File: src/rtl/pipe_pkg.sv
// Shared pipeline types: hazard FSM states, flush counter width
// and the per-cycle stage enable/clear bundle.
package pipe_pkg;

   localparam int FLUSH_CNT_W = 3;

   typedef enum logic {
      RUN   = 1'b0,
      FLUSH = 1'b1
   } hazard_state_t;

   typedef struct packed {
      logic pc;
      logic if_id;
      logic id_ex;
      logic ex_mem;
      logic mem_wb;
      logic if_id_flush;
      logic id_ex_flush;
   } stage_ctrl_t;

   localparam stage_ctrl_t CTL_RESET = '{
      pc: 1'b0, if_id: 1'b0, id_ex: 1'b0, ex_mem: 1'b0,
      mem_wb: 1'b0, if_id_flush: 1'b1, id_ex_flush: 1'b1};

   localparam stage_ctrl_t CTL_RUN = '{
      pc: 1'b1, if_id: 1'b1, id_ex: 1'b1, ex_mem: 1'b1,
      mem_wb: 1'b1, if_id_flush: 1'b0, id_ex_flush: 1'b0};

endpackage

File: src/rtl/hazard_detect.sv
// Load-use comparator: EX load writing a register the ID
// instruction reads. x0 never counts as a dependency.
module hazard_detect #(
   parameter int REG_W = 5
) (
   input  logic             ex_is_load,
   input  logic [REG_W-1:0] ex_rd,
   input  logic [REG_W-1:0] id_rs1,
   input  logic [REG_W-1:0] id_rs2,
   input  logic             id_use_rs1,
   input  logic             id_use_rs2,
   output logic             load_use
);

   logic w_rd_nz;
   logic w_hit1;
   logic w_hit2;

   assign w_rd_nz  = |ex_rd;
   assign w_hit1   = id_use_rs1 && (id_rs1 == ex_rd);
   assign w_hit2   = id_use_rs2 && (id_rs2 == ex_rd);
   assign load_use = ex_is_load && w_rd_nz && (w_hit1 || w_hit2);

endmodule

File: src/rtl/hazard_ctrl.sv
// Pipeline sequencer: merges memory stalls, redirects and load-use
// into register enables/clears. Perf counters under HAZARD_PERF_EN.
module hazard_ctrl
   import pipe_pkg::*;
#(
   parameter int FLUSH_CYCLES = 2,
   parameter int REG_W        = 5
) (
   input  logic             clk,
   input  logic             rst_n,
   input  logic             imem_read,
   input  logic             imem_resp,
   input  logic             dmem_access,
   input  logic             dmem_resp,
   input  logic             br_taken,
   input  logic             ex_is_load,
   input  logic [REG_W-1:0] ex_rd,
   input  logic [REG_W-1:0] id_rs1,
   input  logic [REG_W-1:0] id_rs2,
   input  logic             id_use_rs1,
   input  logic             id_use_rs2,
   output logic             pc_load,
   output logic             if_id_load,
   output logic             id_ex_load,
   output logic             ex_mem_load,
   output logic             mem_wb_load,
`ifdef HAZARD_PERF_EN
   output logic [31:0]      stall_cycles,
   output logic [31:0]      flush_events,
`endif
   output logic             if_id_flush,
   output logic             id_ex_flush
);

   localparam logic [FLUSH_CNT_W-1:0] CNT_RELOAD =
      FLUSH_CNT_W'(FLUSH_CYCLES - 1);
   localparam logic [FLUSH_CNT_W-1:0] CNT_ONE = FLUSH_CNT_W'(1);

   hazard_state_t          r_state;
   hazard_state_t          w_state_nxt;
   logic [FLUSH_CNT_W-1:0] r_cnt;
   logic [FLUSH_CNT_W-1:0] w_cnt_nxt;
   stage_ctrl_t            w_ctl;
   logic                   w_mem_stall;
   logic                   w_load_use;
   logic                   w_lu_stall;
   logic                   w_br_accept;

   hazard_detect #(.REG_W(REG_W)) u_detect (
      .ex_is_load (ex_is_load),
      .ex_rd      (ex_rd),
      .id_rs1     (id_rs1),
      .id_rs2     (id_rs2),
      .id_use_rs1 (id_use_rs1),
      .id_use_rs2 (id_use_rs2),
      .load_use   (w_load_use)
   );

   assign w_mem_stall = (imem_read && !imem_resp) ||
                        (dmem_access && !dmem_resp);
   assign w_br_accept = br_taken && !w_mem_stall;
   assign w_lu_stall  = w_load_use && !w_mem_stall &&
                        !br_taken && (r_state == RUN);

   // Hazard priority: mem stall, redirect, flush window, load-use
   always_comb begin
      w_ctl       = CTL_RUN;
      w_state_nxt = r_state;
      w_cnt_nxt   = r_cnt;
      if (!rst_n) begin
         w_ctl = CTL_RESET;
      end else if (w_mem_stall) begin
         w_ctl = '0;
      end else if (br_taken) begin
         w_ctl.if_id_flush = 1'b1;
         w_ctl.id_ex_flush = 1'b1;
         if (FLUSH_CYCLES > 1) begin
            w_state_nxt = FLUSH;
            w_cnt_nxt   = CNT_RELOAD;
         end else begin
            w_state_nxt = RUN;
            w_cnt_nxt   = '0;
         end
      end else if (r_state == FLUSH) begin
         w_ctl.if_id_flush = 1'b1;
         if (r_cnt <= CNT_ONE) begin
            w_state_nxt = RUN;
            w_cnt_nxt   = '0;
         end else begin
            w_cnt_nxt = r_cnt - CNT_ONE;
         end
      end else if (w_load_use) begin
         w_ctl.pc          = 1'b0;
         w_ctl.if_id       = 1'b0;
         w_ctl.id_ex_flush = 1'b1;
      end
   end

   // FSM state and flush window counter
   always_ff @(posedge clk or negedge rst_n) begin
      if (!rst_n) begin
         r_state <= RUN;
         r_cnt   <= '0;
      end else begin
         r_state <= w_state_nxt;
         r_cnt   <= w_cnt_nxt;
      end
   end

`ifdef HAZARD_PERF_EN
   logic [31:0] r_stall_cycles;
   logic [31:0] r_flush_events;

   // Stall and redirect event counters, wrapping
   always_ff @(posedge clk or negedge rst_n) begin
      if (!rst_n) begin
         r_stall_cycles <= '0;
         r_flush_events <= '0;
      end else begin
         if (w_mem_stall || w_lu_stall)
            r_stall_cycles <= r_stall_cycles + 32'd1;
         if (w_br_accept)
            r_flush_events <= r_flush_events + 32'd1;
      end
   end

   assign stall_cycles = r_stall_cycles;
   assign flush_events = r_flush_events;
`else
   logic w_unused;
   assign w_unused = w_lu_stall ^ w_br_accept;
`endif

   assign pc_load     = w_ctl.pc;
   assign if_id_load  = w_ctl.if_id;
   assign id_ex_load  = w_ctl.id_ex;
   assign ex_mem_load = w_ctl.ex_mem;
   assign mem_wb_load = w_ctl.mem_wb;
   assign if_id_flush = w_ctl.if_id_flush;
   assign id_ex_flush = w_ctl.id_ex_flush;

endmodule

File: config.mk
export PLATFORM = sky130hd
export DESIGN_NAME = hazard_ctrl
export DESIGN_NICKNAME = d
export VERILOG_FILES = /design/src/rtl/pipe_pkg.sv /design/src/rtl/hazard_detect.sv /design/src/rtl/hazard_ctrl.sv
export SDC_FILE = /design/constraint.sdc
export NUM_CORES = 1
export LEC_CHECK = 0
export CORE_UTILIZATION = 31
export DETAILED_ROUTE_END_ITERATION = 8
export PLACE_DENSITY = 0.7
export RECOVER_POWER = 50
export SYNTH_ARGS = -nofsm -noshare
export SYNTH_HDL_FRONTEND = slang
export SYNTH_SLANG_ARGS = --single-unit
File: constraint.sdc
create_clock -name clk -period 1.3 [get_ports clk]
set_input_delay 0.195 -clock clk [delete_from_list [all_inputs] [get_ports clk]]
set_output_delay 0.195 -clock clk [all_outputs]
set_load 0.005 [all_outputs]
==> summary by stage <==
Status
The run finished, with violations left. The checks that failed: setup timing.

Power and ir drop
The leakage power summed over all cells is ~0.41 nW. The analysis attributes to net switching a power of around 0.0003 W. Internal power comes to between 0.0005 and 0.0006 W. The sequential share of power is 0.241.

In this run the power density over the cells is 931 nW/um^2. The clock network power share is 0.193. The fraction of power spent switching nets is 0.365. The largest vdd supply drop is 0.000282 V. The combinational cell fraction of total power is 0.566.

Final layout
The post-route standard cell area excluding fillers is 862 um^2. The post-route core utilization is 0.639. The number of nets in the layout is between 100 and 150.

The sequential standard cell area is roughly 100 um^2. After the flow finishes, the layout carries non-filler instances totaling 115. The repair_antennas step left the layout with diodes totalling 0.

The leading cell type in the layout, fill and taps excluded is sky130_fd_sc_hd__buf_2. The library cells used most frequently in the layout, excluding fill and tap cells, are 13 x sky130_fd_sc_hd__buf_2, 9 x sky130_fd_sc_hd__buf_4, 7 x sky130_fd_sc_hd__buf_6. The area of the multi-input gates is between 300 and 400 um^2.

From synthesis to final layout, the design area changed by 82.8%. Of the cells placed in the final design, the portion with a size suffix greater than 1 is 0.470. The filler cells instantiated in the layout total 136.

Route
The routed design has roughly 1400 um of wire. The detailed-route DRC error count is 0. The total vias in the final route is approximately 560. The detail-routed net length per standard cell is between 10 and 15 um.

The average via count per standard cell is 4.83. The first detailed-routing pass ran for 4 iterations. After the first detailed-routing iteration, the DRC count stood at 13. Once detail routing completed, the nets flagged for antenna violations numbered 0.

Logic synthesis
The share of synthesized area in the top cell type comes to 0.212. Yosys attributes the largest share of cell area to sky130_fd_sc_hd__dfrtp_1 21%, sky130_fd_sc_hd__xor2_1 15%, sky130_fd_sc_hd__o41ai_2 6.9%, sky130_fd_sc_hd__ha_1 5.3%, sky130_fd_sc_hd__o21ai_1 5.3%. The portion of the post-synthesis area used by sequential elements is 0.212. The post-synthesis register bit count is 4. The combinational family with the most area after synthesis is compound AO/OA/AOI/OAI gates. The adder-cell share of the synthesized area is 0.0531. The count of synthesis-stage warnings from yosys is 0. When the netlist entered floorplanning its net count stood at 84. The synthesized area is between 400 and 500 um^2. Of the total synthesized cell area, the portion taken by XOR and XNOR cells is 0.186.

The distinct cell type count after synthesis is 28. The fraction of the mapped netlist area in compound gates was 0.297. The largest area contributor in the synthesized netlist is sky130_fd_sc_hd__dfrtp_1.

Of the total synthesized cell area, the portion taken by AND, OR, NAND and NOR gates is 0.141. The average size of a mapped cell is around 8.3 um^2. Synthesis produced a netlist whose cell count is 57.

Measured against the total synthesized area, the mux share comes to 0.

Place
The post-placement cell count is between 100 and 150. Summed over all nets, the half-perimeter wirelength after detailed placement is approximately 1100 um. The count of port buffers added during placement is 31. The placed instance area is around 850 um^2. Routability-driven placement finished with a final weighted congestion of 0.704.

Global routing
The total overflow left after global routing is 0. In the global route stage, overall resource usage came out at 0.188. The first global-routing pass estimated a little over 2000 um of wire. The number of global-route vias before repair came to 528.

The number of antenna violations at the first check in global routing is 0. The largest net degree at the start of global routing is 8.

Timing
Counting I/O delays and the setup requirement, the final critical path takes 1480 ps. The count of endpoints failing hold in the final timing report is 0. In the finished design, the share of the clock period the worst path needs comes to 1.14. Based on the critical path, the design can be clocked at up to 676 MHz. Setup violations remaining at the end of the flow were counted as 3. The transition time of the tightest slew-check pin is 271 ps.

The headroom to the max-slew limit is 0.819. In the post-route analysis, the smallest setup slack over all paths is -180 ps. The largest clock skew in the final design is 2.94 ps. The number of pins with negative max-slew slack in the final report is 0. Setup repair after global routing could not meet its margin everywhere.

Clock tree
After clock tree synthesis, the clock-pin slew on the worst setup and hold paths is about 40 ps. The maximum level of the CTS H-tree is 1. The root buffer cell is sky130_fd_sc_hd__clkbuf_4. The later pin in the worst-skew pair is clocked with a latency of approximately 230 ps. The number of buffers created by CTS is 3. The number of buffers on the longest clock path is 2.

The total number of clock tree sinks is 4. The CTS tree is built.

Floorplanning
The starting density of the core is 0.349. In this run the horizontal extent of the chip is between 40 and 50 um. The floorplan step set the die height to around 41 um. The number of placement rows is 13. The area inside the core boundary is between 1000 and 1500 um^2. The I/O pin count is 32. The die covers ~1700 um^2.

Setup path
The data arrival time of the worst path is 1280 ps. Along the worst path, the maximum fanout reaches 2. The largest single stage delay on the critical path is between 400 and 500 ps. Walking the worst path, the cells encountered are clkdlybuf4s50_1 -> nor2b_2 -> o21ai_1 -> o31a_1 -> buf_2. The slowest stage of the critical path belongs to the cell sky130_fd_sc_hd__clkdlybuf4s50_1. The critical path is of the in2out type. The critical path buffer and inverter count is 2. The required time at the worst-slack endpoint is ~1100 ps. The kind of cell with the highest combined delay on the critical path is buffers and inverters. STA classifies the critical path endpoint as an output port. The type of origin of the critical path is an input pin.

Run
The number of max-capacitance violations reported is 0.

Worst hold path
In this run the worst hold path is classified as in2reg.
## power by group through the flow
stage	Clock, W	Sequential (W)	Combinational [W]
final	0.000155	0.000194	0.000454
after global routing	0.000167	0.000199	0.000503
after CTS	0.000161	0.000192	0.000450
after detailed placement	0	0.000191	0.000440
after global placement	0	0.000189	0.000430
after floorplan	0	0.000198	0.000208
## routing by layer
layer	track usage	share of wire
met1	0.188	0.40
met2	0.355	0.52
met3	0.0380	0.076
met4	0.100	0
met5	0	0
## final timing paths
kind	startpoint	to	slack, ps	cells after the start
max	ex_is_load	pc_load	-180	5
min	br_taken	r_state	430	2
max reg2reg	r_cnt[0]	r_cnt[2]	20	4
min reg2reg	r_cnt[2]	r_cnt[2]	500	1
max in group asynchronous	rst_n	r_cnt[0]	460	3
min in group asynchronous	rst_n	r_cnt[2]	660	3
## worst register-to-register path, stage by stage (launching register included)
cell and delay, ps:
sky130_fd_sc_hd__dfrtp_1 400, sky130_fd_sc_hd__ha_1 210, sky130_fd_sc_hd__o21bai_1 240, sky130_fd_sc_hd__nand3_1 130
sky130_fd_sc_hd__o41ai_2 200
## cell type report
type	count	area share
clock buffers	3	0.0261
repair buffers	44	0.396
flip-flops and latches	4	0.116
inverters	7	0.0319
well taps	15	0.0218
multi-input cells	42	0.408
## registers in the layout, indices dropped and copies added, names as in the netlist
register	count
r_state	1
r_cnt	3
## cells in the mapped netlist
cell,count
sky130_fd_sc_hd__and2_1,1
sky130_fd_sc_hd__nor2_1,3
sky130_fd_sc_hd__clkbuf_1,1
sky130_fd_sc_hd__o211ai_1,2
sky130_fd_sc_hd__a221o_1,1
sky130_fd_sc_hd__buf_4,3
sky130_fd_sc_hd__nor4_1,1
sky130_fd_sc_hd__o21ai_1,5
sky130_fd_sc_hd__a22oi_1,1
sky130_fd_sc_hd__clkinv_1,1
sky130_fd_sc_hd__a21oi_1,1
sky130_fd_sc_hd__xor2_1,8
sky130_fd_sc_hd__nor2b_1,1
sky130_fd_sc_hd__nand3_1,1
sky130_fd_sc_hd__o21bai_1,1
sky130_fd_sc_hd__nor4_2,1
sky130_fd_sc_hd__o2bb2ai_1,1
sky130_fd_sc_hd__nand2_1,3
sky130_fd_sc_hd__xnor2_1,2
sky130_fd_sc_hd__ha_1,2
sky130_fd_sc_hd__a31oi_1,1
sky130_fd_sc_hd__o41ai_2,2
sky130_fd_sc_hd__o21ai_0,1
sky130_fd_sc_hd__or4_1,1
sky130_fd_sc_hd__a32oi_1,1
sky130_fd_sc_hd__dfrtp_1,4
sky130_fd_sc_hd__inv_1,6
sky130_fd_sc_hd__o31a_1,1
## kinds of logic after synthesis
logic type / Yosys count
buffers and inverters: 11
AOI/OAI and AO/OA: 18
and+or+nand+nor: 12
DFF: 4
adders and majority gates: 2
xor gates and xnor gates: 10
## what timing repair did
action,in CTS,in global routing
resized for setup,100,8
setup endpoints to repair,10,7
pin swaps,17,9
hold endpoints to repair,4,0
hold buffers,1,0
setup buffers,3,0
## stage by stage
stage	power [W]	hold WS (ps)	worst slack [ps]	setup TNS [ps]
2_1_floorplan	0.000405	-101	-22.6	-22.6
3_3_place_gp	0.000619	484	-922	-6160
3_5_place_dp	0.000631	497	-932	-6410
4_1_cts	0.000802	425	-203	-581
5_1_grt	0.000869	445	-256	-863
6_report	0.000803	425	-180	-503
No activity file was read; power rests on OpenSTA's default activity.
